### src/rtl/sliding_window_kxk.sv
// K x K sliding-window generator: raster-order pixel stream in, one flattened
// window per eligible (x, y) position out, with ready/valid on both sides.
module sliding_window_kxk #(
    parameter int DATA_WIDTH = 8,
    parameter int IMG_WIDTH  = 28,
    parameter int IMG_HEIGHT = 28,
    parameter int K          = 3,
    parameter int STRIDE     = 1
) (
    input  logic                          clk,
    input  logic                          rst,
    input  logic                          i_valid,
    output logic                          i_ready,
    input  logic [DATA_WIDTH-1:0]         i_data,
    output logic                          o_valid,
    input  logic                          o_ready,
    output logic [DATA_WIDTH-1:0]         o_window [0:K*K-1],
    output logic [$clog2(IMG_WIDTH)-1:0]  o_x,
    output logic [$clog2(IMG_HEIGHT)-1:0] o_y,
    output logic                          o_last
);
    localparam int XW = $clog2(IMG_WIDTH);
    localparam int YW = $clog2(IMG_HEIGHT);
    localparam int NW = K * K;

    localparam logic [XW-1:0] X_MAX   = XW'(IMG_WIDTH - 1);
    localparam logic [YW-1:0] Y_MAX   = YW'(IMG_HEIGHT - 1);
    localparam logic [XW-1:0] X_FIRST = XW'(K - 1);
    localparam logic [YW-1:0] Y_FIRST = YW'(K - 1);
    localparam logic [XW-1:0] X_LAST  = XW'(K - 1 + ((IMG_WIDTH - K) / STRIDE) * STRIDE);
    localparam logic [YW-1:0] Y_LAST  = YW'(K - 1 + ((IMG_HEIGHT - K) / STRIDE) * STRIDE);

    logic [DATA_WIDTH-1:0] line_buf [0:K-2][0:IMG_WIDTH-1];
    logic [DATA_WIDTH-1:0] win      [0:NW-1];
    logic [DATA_WIDTH-1:0] win_nxt  [0:NW-1];
    logic [DATA_WIDTH-1:0] col      [0:K-1];
    logic [XW-1:0]         x_cnt;
    logic [YW-1:0]         y_cnt;
    logic                  accept;
    logic                  x_ok;
    logic                  y_ok;
    logic                  eligible;

    assign i_ready  = !o_valid || o_ready;
    assign accept   = i_valid && i_ready;
    assign x_ok     = (x_cnt >= X_FIRST) && (((int'(x_cnt) - (K - 1)) % STRIDE) == 0);
    assign y_ok     = (y_cnt >= Y_FIRST) && (((int'(y_cnt) - (K - 1)) % STRIDE) == 0);
    assign eligible = x_ok && y_ok;

    // Column entering the window: line_buf[K-2] holds the oldest row, i_data the current one.
    always_comb begin
        col = '{default: '0};
        for (int unsigned r = 0; r < K - 1; r++) begin
            col[r] = line_buf[K - 2 - r][x_cnt];
        end
        col[K-1] = i_data;
    end

    always_comb begin
        win_nxt = '{default: '0};
        for (int unsigned r = 0; r < K; r++) begin
            for (int unsigned c = 0; c < K - 1; c++) begin
                win_nxt[r*K + c] = win[r*K + c + 1];
            end
            win_nxt[r*K + K - 1] = col[r];
        end
    end

    always_ff @(posedge clk or posedge rst) begin
        if (rst) begin
            for (int unsigned i = 0; i < K - 1; i++) begin
                for (int unsigned j = 0; j < IMG_WIDTH; j++) begin
                    line_buf[i][j] <= '0;
                end
            end
            for (int unsigned i = 0; i < NW; i++) begin
                win[i]      <= '0;
                o_window[i] <= '0;
            end
            x_cnt   <= '0;
            y_cnt   <= '0;
            o_valid <= 1'b0;
            o_last  <= 1'b0;
            o_x     <= '0;
            o_y     <= '0;
        end else if (accept) begin
            line_buf[0][x_cnt] <= i_data;
            for (int unsigned i = 1; i < K - 1; i++) begin
                line_buf[i][x_cnt] <= line_buf[i-1][x_cnt];
            end
            win <= win_nxt;

            if (x_cnt == X_MAX) begin
                x_cnt <= '0;
                y_cnt <= (y_cnt == Y_MAX) ? '0 : y_cnt + 1'b1;
            end else begin
                x_cnt <= x_cnt + 1'b1;
            end

            // Non-eligible accepts only happen once the held window was taken.
            if (eligible) begin
                o_valid  <= 1'b1;
                o_window <= win_nxt;
                o_x      <= x_cnt - X_FIRST;
                o_y      <= y_cnt - Y_FIRST;
                o_last   <= (x_cnt == X_LAST) && (y_cnt == Y_LAST);
            end else begin
                o_valid <= 1'b0;
            end
        end else if (o_ready) begin
            o_valid <= 1'b0;
        end
    end

endmodule

### config.mk
export PLATFORM = sky130hd
export DESIGN_NAME = sliding_window_kxk
export DESIGN_NICKNAME = d
export VERILOG_FILES = /design/src/rtl/sliding_window_kxk.sv
export SDC_FILE = /design/constraint.sdc
export NUM_CORES = 1
export LEC_CHECK = 0
export ABC_CLOCK_PERIOD_IN_PS = 31400
export CAP_MARGIN = 20
export CORE_MARGIN = 3
export CORE_UTILIZATION = 65
export CTS_BUF_LIST = sky130_fd_sc_hd__clkbuf_2
export DETAILED_ROUTE_END_ITERATION = 10
export PLACE_DENSITY = 0.84
export SETUP_SLACK_MARGIN = 0.15
export SYNTH_ARGS = -nofsm -noshare
export SYNTH_HDL_FRONTEND = slang
export SYNTH_SLANG_ARGS = --single-unit
### constraint.sdc
create_clock -name clk -period 31.4 [get_ports clk]
set_input_delay 6.28 -clock clk [delete_from_list [all_inputs] [get_ports clk]]
set_output_delay 6.28 -clock clk [all_outputs]
set_load 0.02 [all_outputs]
### Yosys cells after proc, flatten, opt, wreduce, memory -nomap -nowiden

Index checks and enable logic that the tools add are counted.

| storage, ports and cells | value |
|---|---|
| register bits | 590 |
| input port bits | 12 |
| logic and storage cells | 112 |
| output and inout bits | 85 |

| cells by class | value |
|---|---|
| muxes and demuxes | 15 |
| equal/unequal tests | 2 |
| reductions and logical operators | 9 |
| bitwise logic cells | 1 |
| $add $sub $neg | 4 |
| order comparisons | 4 |

Operator list:

| operator | number |
|---|---|
| $bwmux W224 | 2 |
| $bmux W8 S5 | 2 |
| $demux W8 S5 | 1 |
| $mux W8 | 5 |
| $add A5 B1 Y5 const B | 2 |
| $eq A5 B5 Y1 const B | 2 |
| $ge A5 B2 Y1 const B | 2 |
| $mux W5 | 2 |
| $sub A5 B2 Y5 const B | 2 |
| $ge A6 B6 Y1 const B | 1 |
| $lt A6 B1 Y1 const B | 1 |
| $not A5 Y6 | 1 |
| $logic_and A1 B1 Y1 | 4 |
| $reduce_and A2 Y1 | 2 |
| $mux W1 | 3 |
| $reduce_bool A2 Y1 | 1 |
| $logic_not A1 Y1 | 1 |
| $logic_or A1 B1 Y1 | 1 |

### Depth between registers and ports, before layout

Gate-level depths: netlist (run 1).

| logic depth | value |
|---|---|
| word-level depth | 6 |
| depth in mapped cells | 15 |
| depth with buffers taken out | 7 |

### Worst setup path after synthesis (run 1)

Ideal clock, no wire load.

| path | value |
|---|---|
| path kind | in2out |
| from | input port o_ready |
| to | output port i_ready |
| cell stages on the path | 1 |
| setup slack | 18,597 ps |
| arrival | 6,523 ps |
| required time | 25,120 ps |
| path buffers | 0 |
| cells stage by stage | nand2b_1 |

| between the ends | value |
|---|---|
| word-level cells in the longest chain between the ends | 1 |

RTL lines:

| item | line | RTL |
|---|---|---|
| from (decl) | 16 | `input logic o_ready,` |
| $logic_or A1 B1 Y1 | 44 | `assign i_ready = !o_valid \|\| o_ready;` |
| to (decl) | 13 | `output logic i_ready,` |

No other way between the ends.

### Worst setup path in the final report (run 1)

Same ends and word-level chain as after synthesis.

==> impl_metrics.csv, run 1 <==
group,metric,value,unit
timing,max_freq,0.0725,GHz
clock_tree,path_clk_slew,110,ps
timing,finClkSkew,90.7,ps
power_and_ir_drop,swShare,39.6,%
routing,vias_per_cell,6.17,
critical_path,crit_path_start,"o_ready",
critical_path,r2r_setup_slack,27120,ps
job,drv_cap,0,
outcome,outcome,"completed",
synth,synth_top_area_share,56.7,%
routing,drt_pre_antenna_iters,5,
routing,drtIter0Drc,1697,
routing,avgRoutedWirePerCell,21.7,um
timing,maxSlewHeadroom,22.6,%
min_path,hold_path_end,"o_window[68]",
synth,synth_top_cell_by_area,"dfrtp_1",
placed_design,dp_hpwl,39200,um
clock_tree,post-cts-setup-buffer-count,0,
clock_tree,clock-root-buffer,"clkbuf_2",
clock_tree,clock-sinks,590,
final_layout,drive_above_1_share,25.9,%
clock_tree,clk_latency,1130,ps
synth,netlist_instances,2238,
grt,grt-ovfl-total,0,
clock_tree,cts_buffers,146,
power_and_ir_drop,seqPwrFrac,42.8,%
power_and_ir_drop,ir_drop,0.0555,mV
clock_tree,ctsResizeCount,0,
routing,antenna_left,0,
critical_path,cp_data_required_time,25120,ps
floorplan,die_area,42500,um^2
timing,hold_viol,0,
critical_path,worstPathArrival,7520,ps
power_and_ir_drop,clkPwrFrac,17.7,%
floorplan,ioPinCount,97,
grt,grt_pass1_vias,18900,
synth,synth_area_leaders,"dfrtp_1, mux2_2, nand2_1",
final_layout,fin_nets,2372,
floorplan,die_y,206,um
critical_path,timing.rr.start,"x_cnt[0]",
synth,synthTopCellsByCount,"dfrtp_1, nand2_1, mux2_2",
timing,setup_tns,0,ps
synth,ys_async_sr_fraction,100,%
clock_tree,cts_max_level,4,
critical_path,worstSetupStartpointType,"input port",
synth,yosysMostFrequentCell,"dfrtp_1",
min_path,hold_path.class,"flip-flop to flip-flop",
timing,finalSetupViolCount,0,
timing,post-route-period-util,44.0,%
power_and_ir_drop,power.switching,1.15,mW
synth,synth-edff-count,0,
routing,wl,64300,um
clock_tree,cts_tree,"built",
timing,rsz0062_at_grt,"false",
synth,synth-main-ff-cell,"dfrtp_1",
final_layout,final_util,73.0,%
grt,track_usage,30.9,%
power_and_ir_drop,power.internal,1.76,mW
power_and_ir_drop,power_density,102,nW/um^2
power_and_ir_drop,power.total,2.92,mW
synth,synth_area,26000,um^2
power_and_ir_drop,leakage,13.8,nW
clock_tree,clk_path_buf_depth,3,
timing,worst_hold_slack,450,ps
critical_path,r2r_cells,6,
timing,tightest_slew,1160,ps
floorplan,start_util,66.6,%
critical_path,crit_fanout,4,
synth,synth.avg_cell_area,11.6,um^2
routing,drc,0,
critical_path,worst_r2r_endpoint,"line_buf[163]",
min_path,whs_path_depth,2,
grt,grt_max_degree,144,
final_layout,area_growth,9.61,%
min_path,hp-start,"win[60]",
routing,vias,18300,
synth,yosys_warnings,0,
grt,antenna_found_initial,2,
floorplan,rows,72,
floorplan,core,39100,um^2
synth,seq_area_frac_synth,56.7,%
critical_path,critPathCaptureType,"output pin",
synth,synth_fp_nets,2260,
critical_path,critPathKind,"input port to output pin",
placed_design,gp_congestion,0.851,
floorplan,die_w,206,um
power_and_ir_drop,comb_power_share,39.5,%
timing,period_needed,13800,ps
synth,synth_cell_types,74,
placed_design,port_buffers,96,
grt,grt_pass1_wl,101000,um
synth,ys_ff_latch,590,
timing,slew_viol_final,0,
clock_tree,cts_hold_buf,0,
critical path: stages:
cell             delay (ps)
clkdlybuf4s50_1         460
nand2b_1                160
clkdlybuf4s50_1         620
area by class of cell:
type	count	area, um^2
repair buffers	151	1480
fillers	2650	10600
flip-flops and latches	590	14800
well taps	518	648
clock inverters	28	218
clock buffers	219	1100
inverters	10	45.0
diodes	1	2.50
multi-input cells	1451	10300
routing by layer:
metal	routed length [um]	share of wire [%]	track usage, %	up-vias
met2	30600	48	48.5	805
met3	5230	8.1	6.84	171
li1	-	-	-	8079
met5	0	0	0	-
met1	26200	41	42.1	9251
met4	2230	3.5	13.4	0
layout by cell type (no fill, tap or decap), types with 6 or more instances in the layout:
master           netlist  layout
nand2b_1               6       6
a221oi_1               8       8
mux4_2                37      37
o21ai_1                7       6
ha_1                  10      10
o31ai_1                9       9
mux2_2               291     291
a22o_1                 8       8
nand3_1               41      40
nand4_1               16      16
clkbuf_2               3     219
dfrtp_1              590     588
a22oi_1               16      16
nor3_1                 6       6
inv_1                  8       7
clkinv_1               2      17
clkdlybuf4s50_1        0      96
nor2_1                11      11
o221ai_1               6       6
o21ai_0              210     210
a21oi_1               11      11
nand2_1              529     529
buf_4                 12      46
mux2i_1              120     120
nor2b_1               12      12
o22ai_1               18      18
how the worst max path moves through the flow:
stage / slack, ps / endpoint / cells past startpoint
after CTS: 17600 / i_ready / 3
after floorplan: 8610 / line_buf[0] / 1
after global placement: 17590 / i_ready / 3
after global routing: 17540 / i_ready / 3
after detailed placement: 17600 / i_ready / 3
final: 17600 / i_ready / 3
sequential cells by signal, indices dropped and copies added (netlist names):
signal / flops
o_x: 5
o_last: 1
o_y: 5
y_cnt: 5
x_cnt: 5
o_window: 72
line_buf: 448
o_valid: 1
win: 48
power groups by stage:
stage                     Combinational [mW]  Clock [mW]  Sequential, mW
after floorplan                        0.790           0            1.24
after global placement                  1.09           0            1.23
after detailed placement                1.14           0            1.26
after CTS                               1.14       0.522            1.24
after global routing                    1.24       0.564            1.28
final                                   1.15       0.515            1.25
metrics by stage:
stage	setup slack, ps	instance area [um^2]	std cells
global route	17540	28500	2968
global placement	17590	27100	2711
detailed placement	17600	27100	2715
CTS	17600	28400	2962
floorplan	8610	26000	2238
finish	17600	28500	2968
cells by family after synthesis:
| group | Yosys count | synth area share, % |
|---|---|---|
| xor gates and xnor gates | 5 | 0.168 |
| muxes | 453 | 20.7 |
| buffers and inverters | 197 | 3.91 |
| DFF | 590 | 56.7 |
| and+or+nand+nor | 656 | 10.6 |
| adders and majority gates | 10 | 0.480 |
| AOI/OAI and AO/OA | 327 | 7.49 |
No activity file was read; power rests on OpenSTA's default activity.
==> inputs of run 2 (changes only) <==
Settings changed: ABC_CLOCK_PERIOD_IN_PS 31400 to 13950, CORE_UTILIZATION 65 to 63, PLACE_DENSITY 0.84 to 0.82.
Clock period 31.4 ns to 13.95 ns, I/O delays scaled along.
==> impl_metrics.csv, run 2 (synthesis results as in run 1) <==
group,metric,value,unit
outcome,outcome,"completed",
clock_tree,clk_latency,1120,ps
placed_design,port_buffers,96,
job,drv_cap,0,
timing,post-route-period-util,48.7,%
timing,rsz0062_at_grt,"false",
placed_design,gp_congestion,0.865,
floorplan,die_area,43800,um^2
timing,setup_tns,0,ps
critical_path,critPathCaptureType,"output pin",
grt,track_usage,29.4,%
grt,grt_max_degree,94,
final_layout,area_growth,9.98,%
power_and_ir_drop,ir_drop,0.162,mV
final_layout,mostFrequentLayoutCells,"dfrtp_1, nand2_1, mux2_2, o21ai_0, clkbuf_2",
grt,grt_pass1_vias,18700,
floorplan,die_w,209,um
final_layout,top_register,"line_buf",
timing,worst_hold_slack,468,ps
placed_design,placed_area,27100,um^2
clock_tree,path_clk_slew,90,ps
routing,vias,18200,
critical_path,worstSetupStartpointType,"input port",
timing,finalSetupViolCount,0,
routing,vias_per_cell,6.12,
clock_tree,cts_hold_buf,0,
timing,slew_viol_final,0,
timing,max_freq,0.147,GHz
routing,drc,0,
clock_tree,clock-root-buffer,"clkbuf_2",
placed_design,preCtsSetupSlack,7140,ps
timing,hold_viol,0,
power_and_ir_drop,power.total,6.56,mW
final_layout,fin_nets,2383,
clock_tree,cts_tree,"built",
final_layout,layout.cells.most_common,"dfrtp_1",
clock_tree,cts_max_level,4,
final_layout,top_regs,"line_buf x448, o_window x72, win x48",
critical_path,r2r_setup_slack,9440,ps
power_and_ir_drop,power_density,229,nW/um^2
floorplan,rows,73,
placed_design,dp_hpwl,39000,um
final_layout,fin_area,28600,um^2
final_layout,final_util,71.1,%
timing,maxSlewHeadroom,22.9,%
final_layout,final_cell_count_no_fill,2980,
timing,tightest_slew,1150,ps
timing,period_needed,6800,ps
final_layout,largest_reg_flops,448,
routing,avgRoutedWirePerCell,21.6,um
clock_tree,post-cts-setup-buffer-count,0,
clock_tree,cts_buffers,148,
placed_design,dpl.cell_count,2720,
power_and_ir_drop,leakage,13.8,nW
routing,drt_pre_antenna_iters,7,
clock_tree,clk_path_buf_depth,3,
clock_tree,ctsResizeCount,0,
critical_path,worstPathArrival,4010,ps
floorplan,core,40300,um^2
routing,antenna_left,0,
final_layout,drive_above_1_share,25.8,%
floorplan,die_y,209,um
routing,wl,64400,um
grt,grt-ovfl-total,0,
critical_path,cp_data_required_time,11160,ps
grt,grt_pass1_wl,101000,um
critical_path,critPathKind,"input port to output pin",
floorplan,start_util,64.7,%
min_path,hold_path.class,"flip-flop to flip-flop",
routing,drtIter0Drc,1858,
timing,fin_ws,7150,ps
timing,finClkSkew,112,ps
clock_tree,clock-sinks,590,
grt,antenna_found_initial,1,
floorplan,ioPinCount,97,
final_layout,fillers,2766,
critical_path,crit_fanout,4,
[run 2: cell types whose count changed in the layout (fill, tap and decap cells not counted)]
cell        before  now
clkinvlp_4       1    2
buf_8            5    8
clkbuf_2       219  209
buf_4           46   48
buf_16           3    6
buf_6            0    2
clkinv_1        17   24
buf_12           1    0
inv_8            1    0
bufinv_16        4    3
[run 2: worst max-delay path: stages]
cell and delay, ps:
clkdlybuf4s50_1 440, nand2b_1 150, clkdlybuf4s50_1 620
[run 2: worst paths after layout]
path	end	from	depth (start not counted)
max in group asynchronous	x_cnt[1]	rst	5
setup / recovery	i_ready	o_ready	3
hold / removal	o_window[17]	win[9]	2
setup reg to reg	line_buf[152]	x_cnt[1]	7
min in group asynchronous	line_buf[150]	rst	2
hold reg to reg	o_window[17]	win[9]	2
[run 2: power by group]
group | total (mW) | switching (mW) | internal (mW)
sequential | 2.77 | 0.393 | 2.38
clock | 1.13 | 0.673 | 0.452
combinational | 2.66 | 1.54 | 1.12
[run 2: per-layer routing]
layer	GRT usage (%)	part of all wire [%]
met5	0	0
met4	11.2	3.0
met3	7.06	8.4
met2	46.6	48
met1	40.1	41
[run 2: final cells by class]
| class | instances | area, um^2 | share of cell area, % |
|---|---|---|---|
| inverter | 10 | 41.3 | 0.144 |
| multi-input combinational | 1451 | 10300 | 35.9 |
| clock inverter | 34 | 214 | 0.747 |
| clock buffer | 209 | 1050 | 3.65 |
| sequential | 590 | 14800 | 51.6 |
| antenna | 1 | 2.50 | 0.00874 |
| tap | 525 | 657 | 2.29 |
| timing repair buffer | 160 | 1630 | 5.69 |
==> inputs of run 3 (changes only) <==
Settings changed: ABC_CLOCK_PERIOD_IN_PS 13950 to 6200, CORE_UTILIZATION 63 to 57, PLACE_DENSITY 0.82 to 0.78.
Clock period 13.95 ns to 6.2 ns, I/O delays scaled along.
==> impl_metrics.csv, run 3 (synthesis results as in run 1) <==
group,metric,value,unit
outcome,outcome,"completed",
critical_path,critPathTopFamily,"compound AO/OA/AOI/OAI gates",
routing,vias,18200,
critical_path,worstPathArrival,4870,ps
routing,drc,0,
final_layout,layout.cells.most_common,"dfrtp_1",
floorplan,start_util,58.3,%
critical_path,crit_end,"line_buf[126]",
routing,wl,65600,um
power_and_ir_drop,power_density,520,nW/um^2
critical_path,max_stage_delay,920,ps
critical_path,critPathKind,"flip-flop to flip-flop",
grt,grt_pass1_vias,18700,
routing,drt_pre_antenna_iters,5,
critical_path,path_cells,"buf_4 > mux4_2 > a2bb2oi_1 > a211oi_1 > a21o_1 > o21ai_0",
clock_tree,cts_tree,"built",
final_layout,largest_reg_flops,448,
grt,track_usage,27.7,%
placed_design,port_buffers,96,
power_and_ir_drop,leakage,13.8,nW
grt,use_met2,43.8,%
clock_tree,clk_latency,1170,ps
critical_path,crit_path_start,"x_cnt[1]",
floorplan,core,44700,um^2
final_layout,top_regs,"line_buf x448, o_window x72, win x48",
critical_path,crit_fanout,41,
grt,grt_pass1_wl,103000,um
final_layout,regArea,14800,um^2
timing,post-route-period-util,63.1,%
clock_tree,cts_hold_buf,0,
final_layout,mostFrequentLayoutCells,"dfrtp_1, nand2_1, mux2_2, clkbuf_2, o21ai_0",
routing,drtIter0Drc,1595,
clock_tree,clock-root-buffer,"clkbuf_2",
timing,finClkSkew,98.8,ps
placed_design,placed_area,27300,um^2
floorplan,die_y,220,um
clock_tree,post-cts-setup-buffer-count,0,
final_layout,multi_input_area,10300,um^2
placed_design,gp_congestion,0.887,
clock_tree,clock-sinks,590,
grt,grt_util_met3,5.27,%
final_layout,area_growth,10.1,%
critical_path,r2r_setup_slack,2290,ps
final_layout,top_register,"line_buf",
timing,maxSlewHeadroom,25.7,%
final_layout,fillers,3464,
routing,antenna_left,0,
critical_path,r2r_cells,6,
critical_path,timing.rr.start,"x_cnt[1]",
clock_tree,clk_path_buf_depth,3,
clock_tree,cts_max_level,4,
floorplan,die_area,48300,um^2
critical_path,critical_path_cell_count,6,
critical_path,worst_path_max_delay_cell,"dfrtp_4",
timing,tightest_slew,1110,ps
clock_tree,path_clk_slew,100,ps
final_layout,drive_above_1_share,26.1,%
floorplan,rows,77,
clock_tree,ctsResizeCount,0,
grt,antenna_found_initial,1,
placed_design,dp_hpwl,41500,um
routing,avgRoutedWirePerCell,21.6,um
min_path,hold_path.class,"input port to asynchronous set/reset pin",
final_layout,fin_nets,2384,
critical_path,cp_data_required_time,7160,ps
grt,grt_use_met1,37.6,%
critical_path,crit_buf_inv,1,
final_layout,fin_area,28700,um^2
job,drv_cap,0,
grt,grt_max_degree,131,
grt,busiest_layer,"met2",
timing,max_freq,0.256,GHz
routing,vias_per_cell,5.98,
final_layout,final_util,64.2,%
grt,grt-ovfl-total,0,
critical_path,critPathCaptureType,"flip-flop",
timing,finalSetupViolCount,0,
timing,rsz0062_at_grt,"false",
critical_path,worstSetupStartpointType,"flip-flop",
timing,hold_viol,0,
critical_path,worst_r2r_endpoint,"line_buf[126]",
clock_tree,cts_buffers,147,
floorplan,ioPinCount,97,
power_and_ir_drop,ir_drop,0.244,mV
timing,slew_viol_final,0,
timing,period_needed,3910,ps
floorplan,die_w,220,um
## run 3: cell types whose count changed in the layout (fill, tap and decap cells not counted), sizes merged
cell,previous run,this run
bufinv,3,2
clkinvlp,2,3
buf,64,66
clkbuf,209,214
clkinv,27,17
## run 3: worst min path at each step
stage,start,to,slack [ps]
2_1_floorplan,win[8],o_window[16],440
3_3_place_gp,win[63],o_window[71],450
3_5_place_dp,win[32],o_window[40],450
4_1_cts,rst,line_buf[181],390
5_1_grt,rst,line_buf[165],440
6_report,rst,line_buf[165],470
## run 3: area by class of cell
class                      instances  share of cell area [%]
antenna                            1                 0.00873
inverter                          10                   0.144
timing repair buffer             162                    5.65
clock buffer                     214                    3.73
sequential                       590                    51.5
clock inverter                    24                   0.532
tap                              592                    2.58
multi-input combinational       1451                    35.8
## run 3: where the power goes
group | internal (mW) | switching, mW
Sequential | 5.35 | 1.01
Clock | 0.987 | 1.51
Combinational | 2.58 | 3.47
Total | 8.92 | 5.99
## run 3: layer usage
layer / vias to the layer above / routed length (um)
met3: 164 / 4780
li1: 8085 / -
met4: 0 / 2550
met1: 9200 / 27200
met5: - / 0
met2: 757 / 31000
## run 3: stage by stage
step	std cells	hold WS [ps]	TNS, ps	setup slack (ps)	power (mW)
floorplan	2238	439	-1819180	-3080	10.3
global placement	2794	449	0	1990	12.0
detailed placement	2798	454	0	1960	12.4
CTS	3036	390	0	2220	14.9
global route	3044	439	0	2190	15.8
finish	3044	471	0	2290	14.9
